<file path="config.mk">
export PLATFORM = sky130hd
export DESIGN_NAME = sd_emmc_controller_rx_fifo
export DESIGN_NICKNAME = d
export VERILOG_FILES = /design/src/rtl/sd_emmc_controller_rx_fifo.sv
export SDC_FILE = /design/constraint.sdc
export NUM_CORES = 1
export LEC_CHECK = 0
export ABC_AREA = 1
export BUFFER_PORTS_ARGS = -buffer_cell sky130_fd_sc_hd__buf_2
export CORE_MARGIN = 2
export CORE_UTILIZATION = 30
export CTS_CLUSTER_DIAMETER = 80
export DETAILED_ROUTE_END_ITERATION = 10
export SLEW_MARGIN = 10
export SYNTH_ARGS = -nofsm -noshare
export SYNTH_HDL_FRONTEND = slang
export SYNTH_SLANG_ARGS = --single-unit
</file>
<file path="constraint.sdc">
create_clock -name clock -period 3.45 [get_ports clock]
set_input_delay 0.345 -clock clock [delete_from_list [all_inputs] [get_ports clock]]
set_output_delay 0.345 -clock clock [all_outputs]
set_load 0.01 [all_outputs]
</file>
<file path="src/rtl/sd_emmc_controller_rx_fifo.sv">
// sd_emmc_controller_rx_fifo
//
// Card-to-host receive buffer that sits between the serial data receiver and
// the SDMA read path. It is a synchronous FIFO in the controller clock domain.
// It also tracks words per block and blocks per transfer, and flags when the
// programmed read transfer has been delivered.
//
// Ports
//   clock           controller clock, rising edge
//   reset           synchronous, active-low reset
//   start           one-cycle pulse that flushes the FIFO and clears counters
//                   and flags; block_count is sampled here
//   blk_words       words per block (0 is treated as 1)
//   block_count     blocks per transfer (0 is treated as 1)
//   wr_data/wr_en   push side from the data receiver
//   fifo_full       FIFO holds 2**ADDR_W words (registered)
//   is_fifo_emty_rd FIFO holds no words (registered)
//   data_read_ready pop request from the DMA
//   rd_data         popped word, valid one cycle after the pop request
//   next_data_word  one-cycle strobe: rd_data carries a new word
//   block_done      one-cycle strobe alongside the last word of a block
//   xfer_done       sticky: every block of the transfer has been delivered
//   ovf_err         sticky: push attempted while full
//   unf_err         sticky: pop attempted while empty
//
// Optional feature (macro SD_RX_FIFO_WATERMARK_EN)
//   wm_level        occupancy threshold
//   fifo_watermark  registered, high when occupancy >= wm_level
//
// The width of block_count and of the block counter comes from the BLKCNT_W
// macro. It defaults to 16 when BLKCNT_W is not defined elsewhere.

`ifndef BLKCNT_W
`define BLKCNT_W 16
`endif

module sd_emmc_controller_rx_fifo #(
  parameter int DATA_W = 32,
  parameter int ADDR_W = 4
) (
  input  logic                 clock,
  input  logic                 reset,
  input  logic                 start,
  input  logic [9:0]           blk_words,
  input  logic [`BLKCNT_W-1:0] block_count,
  input  logic [DATA_W-1:0]    wr_data,
  input  logic                 wr_en,
  output logic                 fifo_full,
  output logic                 is_fifo_emty_rd,
  input  logic                 data_read_ready,
  output logic [DATA_W-1:0]    rd_data,
  output logic                 next_data_word,
  output logic                 block_done,
  output logic                 xfer_done,
  output logic                 ovf_err,
  output logic                 unf_err
`ifdef SD_RX_FIFO_WATERMARK_EN
  ,
  input  logic [ADDR_W:0]      wm_level,
  output logic                 fifo_watermark
`endif
);

  localparam int DEPTH = 1 << ADDR_W;

  localparam logic [1:0] ST_IDLE   = 2'd0;
  localparam logic [1:0] ST_ACTIVE = 2'd1;
  localparam logic [1:0] ST_DONE   = 2'd2;

  logic [DATA_W-1:0]    mem [0:DEPTH-1];

  logic [ADDR_W:0]      wptr;
  logic [ADDR_W:0]      rptr;
  logic [ADDR_W:0]      wptr_nxt;
  logic [ADDR_W:0]      rptr_nxt;
  logic [ADDR_W:0]      occ_nxt;

  logic                 push_ok;
  logic                 pop_ok;

  logic [1:0]           state;
  logic [9:0]           word_cnt;
  logic [9:0]           words_last;
  logic [`BLKCNT_W-1:0] blk_cnt;
  logic [`BLKCNT_W-1:0] blk_cnt_inc;
  logic [`BLKCNT_W-1:0] blk_total;
  logic                 count_pop;
  logic                 blk_end;

  // Flags are registered, so a pop and a push in the same cycle cannot rescue
  // each other. A push into a full FIFO is dropped. A pop from an empty FIFO
  // is refused, so there is no fall-through.
  always_comb begin
    push_ok     = wr_en & ~fifo_full;
    pop_ok      = data_read_ready & ~is_fifo_emty_rd;
    wptr_nxt    = wptr + {{ADDR_W{1'b0}}, push_ok};
    rptr_nxt    = rptr + {{ADDR_W{1'b0}}, pop_ok};
    // The extra pointer MSB makes a difference of exactly DEPTH mean "full".
    occ_nxt     = wptr_nxt - rptr_nxt;
    words_last  = (blk_words == 10'd0) ? 10'd0 : blk_words - 10'd1;
    count_pop   = pop_ok && (state == ST_ACTIVE);
    // Use >= so that a block still ends if blk_words is lowered mid-block.
    blk_end     = (word_cnt >= words_last);
    blk_cnt_inc = blk_cnt + {{(`BLKCNT_W-1){1'b0}}, 1'b1};
  end

  // Storage write: the array itself is never reset. Clearing the pointers is
  // enough to discard its contents.
  always_ff @(posedge clock) begin
    if (reset && !start && push_ok)
      mem[wptr[ADDR_W-1:0]] <= wr_data;
  end

  always_ff @(posedge clock) begin
    if (!reset) begin
      wptr            <= '0;
      rptr            <= '0;
      fifo_full       <= 1'b0;
      is_fifo_emty_rd <= 1'b1;
      rd_data         <= '0;
      next_data_word  <= 1'b0;
      block_done      <= 1'b0;
      xfer_done       <= 1'b0;
      ovf_err         <= 1'b0;
      unf_err         <= 1'b0;
      word_cnt        <= '0;
      blk_cnt         <= '0;
      blk_total       <= {{(`BLKCNT_W-1){1'b0}}, 1'b1};
      state           <= ST_IDLE;
    end else if (start) begin
      // start takes priority over a push or pop in the same cycle.
      wptr            <= '0;
      rptr            <= '0;
      fifo_full       <= 1'b0;
      is_fifo_emty_rd <= 1'b1;
      next_data_word  <= 1'b0;
      block_done      <= 1'b0;
      xfer_done       <= 1'b0;
      ovf_err         <= 1'b0;
      unf_err         <= 1'b0;
      word_cnt        <= '0;
      blk_cnt         <= '0;
      blk_total       <= (block_count == '0) ? {{(`BLKCNT_W-1){1'b0}}, 1'b1}
                                             : block_count;
      state           <= ST_ACTIVE;
    end else begin
      wptr            <= wptr_nxt;
      rptr            <= rptr_nxt;
      fifo_full       <= occ_nxt[ADDR_W];
      is_fifo_emty_rd <= (occ_nxt == '0);
      next_data_word  <= pop_ok;
      block_done      <= 1'b0;

      if (wr_en && fifo_full)
        ovf_err <= 1'b1;
      if (data_read_ready && is_fifo_emty_rd)
        unf_err <= 1'b1;

      if (pop_ok)
        rd_data <= mem[rptr[ADDR_W-1:0]];

      // Pops are counted only while a transfer is active. In IDLE and DONE
      // they still move data, but the counters stay frozen.
      if (count_pop) begin
        if (blk_end) begin
          word_cnt   <= '0;
          blk_cnt    <= blk_cnt_inc;
          block_done <= 1'b1;
          if (blk_cnt_inc == blk_total) begin
            xfer_done <= 1'b1;
            state     <= ST_DONE;
          end
        end else begin
          word_cnt <= word_cnt + 10'd1;
        end
      end
    end
  end

`ifdef SD_RX_FIFO_WATERMARK_EN
  logic [ADDR_W:0] occ_after;

  always_comb begin
    occ_after = start ? '0 : occ_nxt;
  end

  always_ff @(posedge clock) begin
    if (!reset)
      fifo_watermark <= 1'b0;
    else
      fifo_watermark <= (occ_after >= wm_level);
  end
`endif

endmodule

</file>
==> qor.yml <==
place:
  place_congestion: 0.810
  dp_hpwl_microns: 35500
  port_buffers: 101
run:
  drv_cap: 0
routing:
  wl_met3_microns: 3630
  wl_met2_microns: 29700
  drc: 0
  drt_iter0_drc: 1299
  first_pass_iters: 6
  viasPerCell: 4.90
  ant_nets: 0
  wl_per_cell_microns: 19.2
  top_layer: "met5"
  wl_met1_microns: 27600
  drt_wl_total_microns: 62000
  dr_total_vias: 15800
die:
  core_area_sq_mm: 0.0833
  fp.dieH_microns: 293
  die_area_sq_mm: 0.0861
  std_cell_rows: 106
  die_x_microns: 293
  start_util_pct: 30.2
  pin_count: 102
clock_tree:
  cts_buffers: 67
  htree_levels: 3
  clock_path_buffers: 3
  cts_root_buf: "clkbuf_16"
  cts_tree: "yes"
  cts_resized: 0
  cts_hold_buf: 7
  postCtsSetupBuffers: 0
  insertion_delay_ns: 0.63
  cts.sinks: 604
  path_clk_slew_ns: 0.06
yosys:
  ys_ff_latch: 604
  yosysUniqueCellTypes: 42
  synth_top_cell_by_area: "edfxtp_1"
  ys_seq_area_share_pct: 68.5
  netlist_instances: 1981
  yosysWarnings: 0
  synth_top_area_share_pct: 61.2
  syn_nets: 2067
  syn_area_sq_mm: 0.0251
  syn_area_per_cell_sq_um: 12.7
  ys_top_cells_by_area: "edfxtp_1 61%, dfxtp_1 7.3%, mux2i_1 5.1%, o211ai_1 4.8%, inv_1 3.5%"
worst_setup_path:
  start_kind: "input port"
  path_max_fanout: 3
  critPathRequiredTime_ns: 4.00
  crit_arrival_ns: 3.15
  reg2reg_setup_slack_ns: 0.90
  critPathKind: "input port to flop"
  setup.worst_path.end_class: "flop"
global_route:
  overflow: 0
  grt_max_degree: 176
  grt_usage_pct: 14.3
  grt_pass1_vias: 15600
  antenna_found_initial: 9
  grt_pass1_wl_microns: 94400
pwr:
  ir_worst_vdd_uv: 283
  power_density_mw_per_mm2: 535
  leakage_nw: 10.0
finish:
  syn2layout_area_growth_pct: 16.6
  drive_gt1_share_pct: 13.3
  n_fill_cell: 8014
  fin_nets: 2178
  utilization_pct: 35.2
sta:
  grt_setup_unrepaired: "no"
  skew_ns: 0.0382
  finalCritPeriodShare_pct: 75.3
  report.final.hold_viol_count: 0
  finalCriticalPeriod_ns: 2.60
  setup-tns-final_ns: 0
  relSlewSlack_pct: 27.5
  worst_pin_slew_ns: 1.09
  timing.fmax_ghz: 0.385
  maxSlewViolCount: 0
  finalSetupViolCount: 0
hold_path:
  hold_path.class: "input port to flop"
outcome:
  status: "finished, final reports clean"
[per-layer routing]
layer,GRT usage [%],vias up
li1,-,7445
met2,24.0,417
met4,3.85,12
met1,18.8,7844
met5,0,-
met3,2.90,89
[final timing paths]
kind	startpoint	cells past startpoint	to
worst max-delay path	data_read_ready	12	is_fifo_emty_rd
worst min-delay path	block_count[3]	3	blk_total[3]
worst max register to register	is_fifo_emty_rd	9	is_fifo_emty_rd
worst min register to register	ovf_err	2	ovf_err
[cell families (layout without fill, tap and decap cells)]
logic type	Yosys count	in the layout	synth area share (%)
XOR/XNOR	19	19	0.662
adder cells (fa/ha/maj)	23	23	1.17
flip-flops	604	604	68.5
multiplexers	128	128	5.10
AO/OA/AOI/OAI	474	474	11.2
other	0	2	0
AND/OR/NAND/NOR	387	387	7.12
buffers and inverters	346	510	6.29
[cells in the mapped netlist (all sizes together)]
library cell / instances
nor4: 2
edfxtp: 512
nor3: 8
a31oi: 2
nand3: 160
a41oi: 1
mux2i: 128
xor2: 12
o31ai: 1
fa: 1
or2: 2
nand3b: 3
o21a: 1
o211ai: 161
inv: 238
nor3b: 1
ha: 22
nand2: 115
a21o: 1
buf: 53
o21ai: 152
clkinv: 1
a21oi: 141
clkbuf: 54
dfxtp: 92
nor2: 83
o22ai: 14
nand4: 13
xnor2: 7
[cell type report]
cell class	instances	area, sq um	share of cell area, %
diodes	2	5.00	0.0171
clock buffers	83	1750	5.97
clock inverters	39	503	1.72
inverters	239	902	3.08
multi-input cells	1031	6470	22.1
flip-flops and latches	604	17200	58.8
well taps	1080	1350	4.61
repair buffers	149	1100	3.74
[flip-flops by register name, indices dropped and copies added (netlist names), 2 cells and up]
| signal | flops |
|---|---|
| blk_cnt | 16 |
| wptr | 5 |
| word_cnt | 10 |
| rptr | 5 |
| blk_total | 16 |
| rd_data | 32 |
| state | 2 |
| mem | 512 |
[layout by cell type (no fill, tap or decap), types with 88 or more instances in the layout]
cell type | Yosys | layout
a21oi_1 | 140 | 140
o21ai_0 | 149 | 149
nand2_1 | 111 | 111
dfxtp_1 | 92 | 88
edfxtp_1 | 512 | 512
o211ai_1 | 161 | 161
buf_2 | 18 | 101
nand3_1 | 157 | 157
inv_1 | 235 | 234
mux2i_1 | 128 | 128
[critical path: stages]
cell and delay [ns]:
dlygate4sd3_1 0.52, buf_2 0.11, inv_1 0.04, nor2_2 0.24
ha_1 0.32, ha_1 0.24, fa_1 0.47, o21ai_0 0.25
a21oi_1 0.12, xnor2_1 0.21, nand3_1 0.18, nand2_1 0.10
[metrics by stage]
stage                     setup WS, ns  cell area, sq um  instances  hold WS (ns)  power [mW]
after floorplan                  0.435             25100       1981         0.438        8.40
after global placement           0.372             27000       3096         0.445        8.60
after detailed placement         0.417             27000       3096         0.456        8.62
after CTS                        0.944             29300       3225        0.0299        15.8
after global routing             0.655             29300       3226        0.0625        16.2
final                            0.851             29300       3227        0.0732        15.7
[report_power, final]
group / internal (mW) / total, mW / leakage (nW) / switching [mW]
sequential: 7.95 / 7.98 / 5.36 / 0.0236
combinational: 0.162 / 0.492 / 3.55 / 0.330
clock: 4.21 / 7.20 / 1.09 / 2.99
total: 12.3 / 15.7 / 10.0 / 3.34
(Power assumes the default switching activity.)
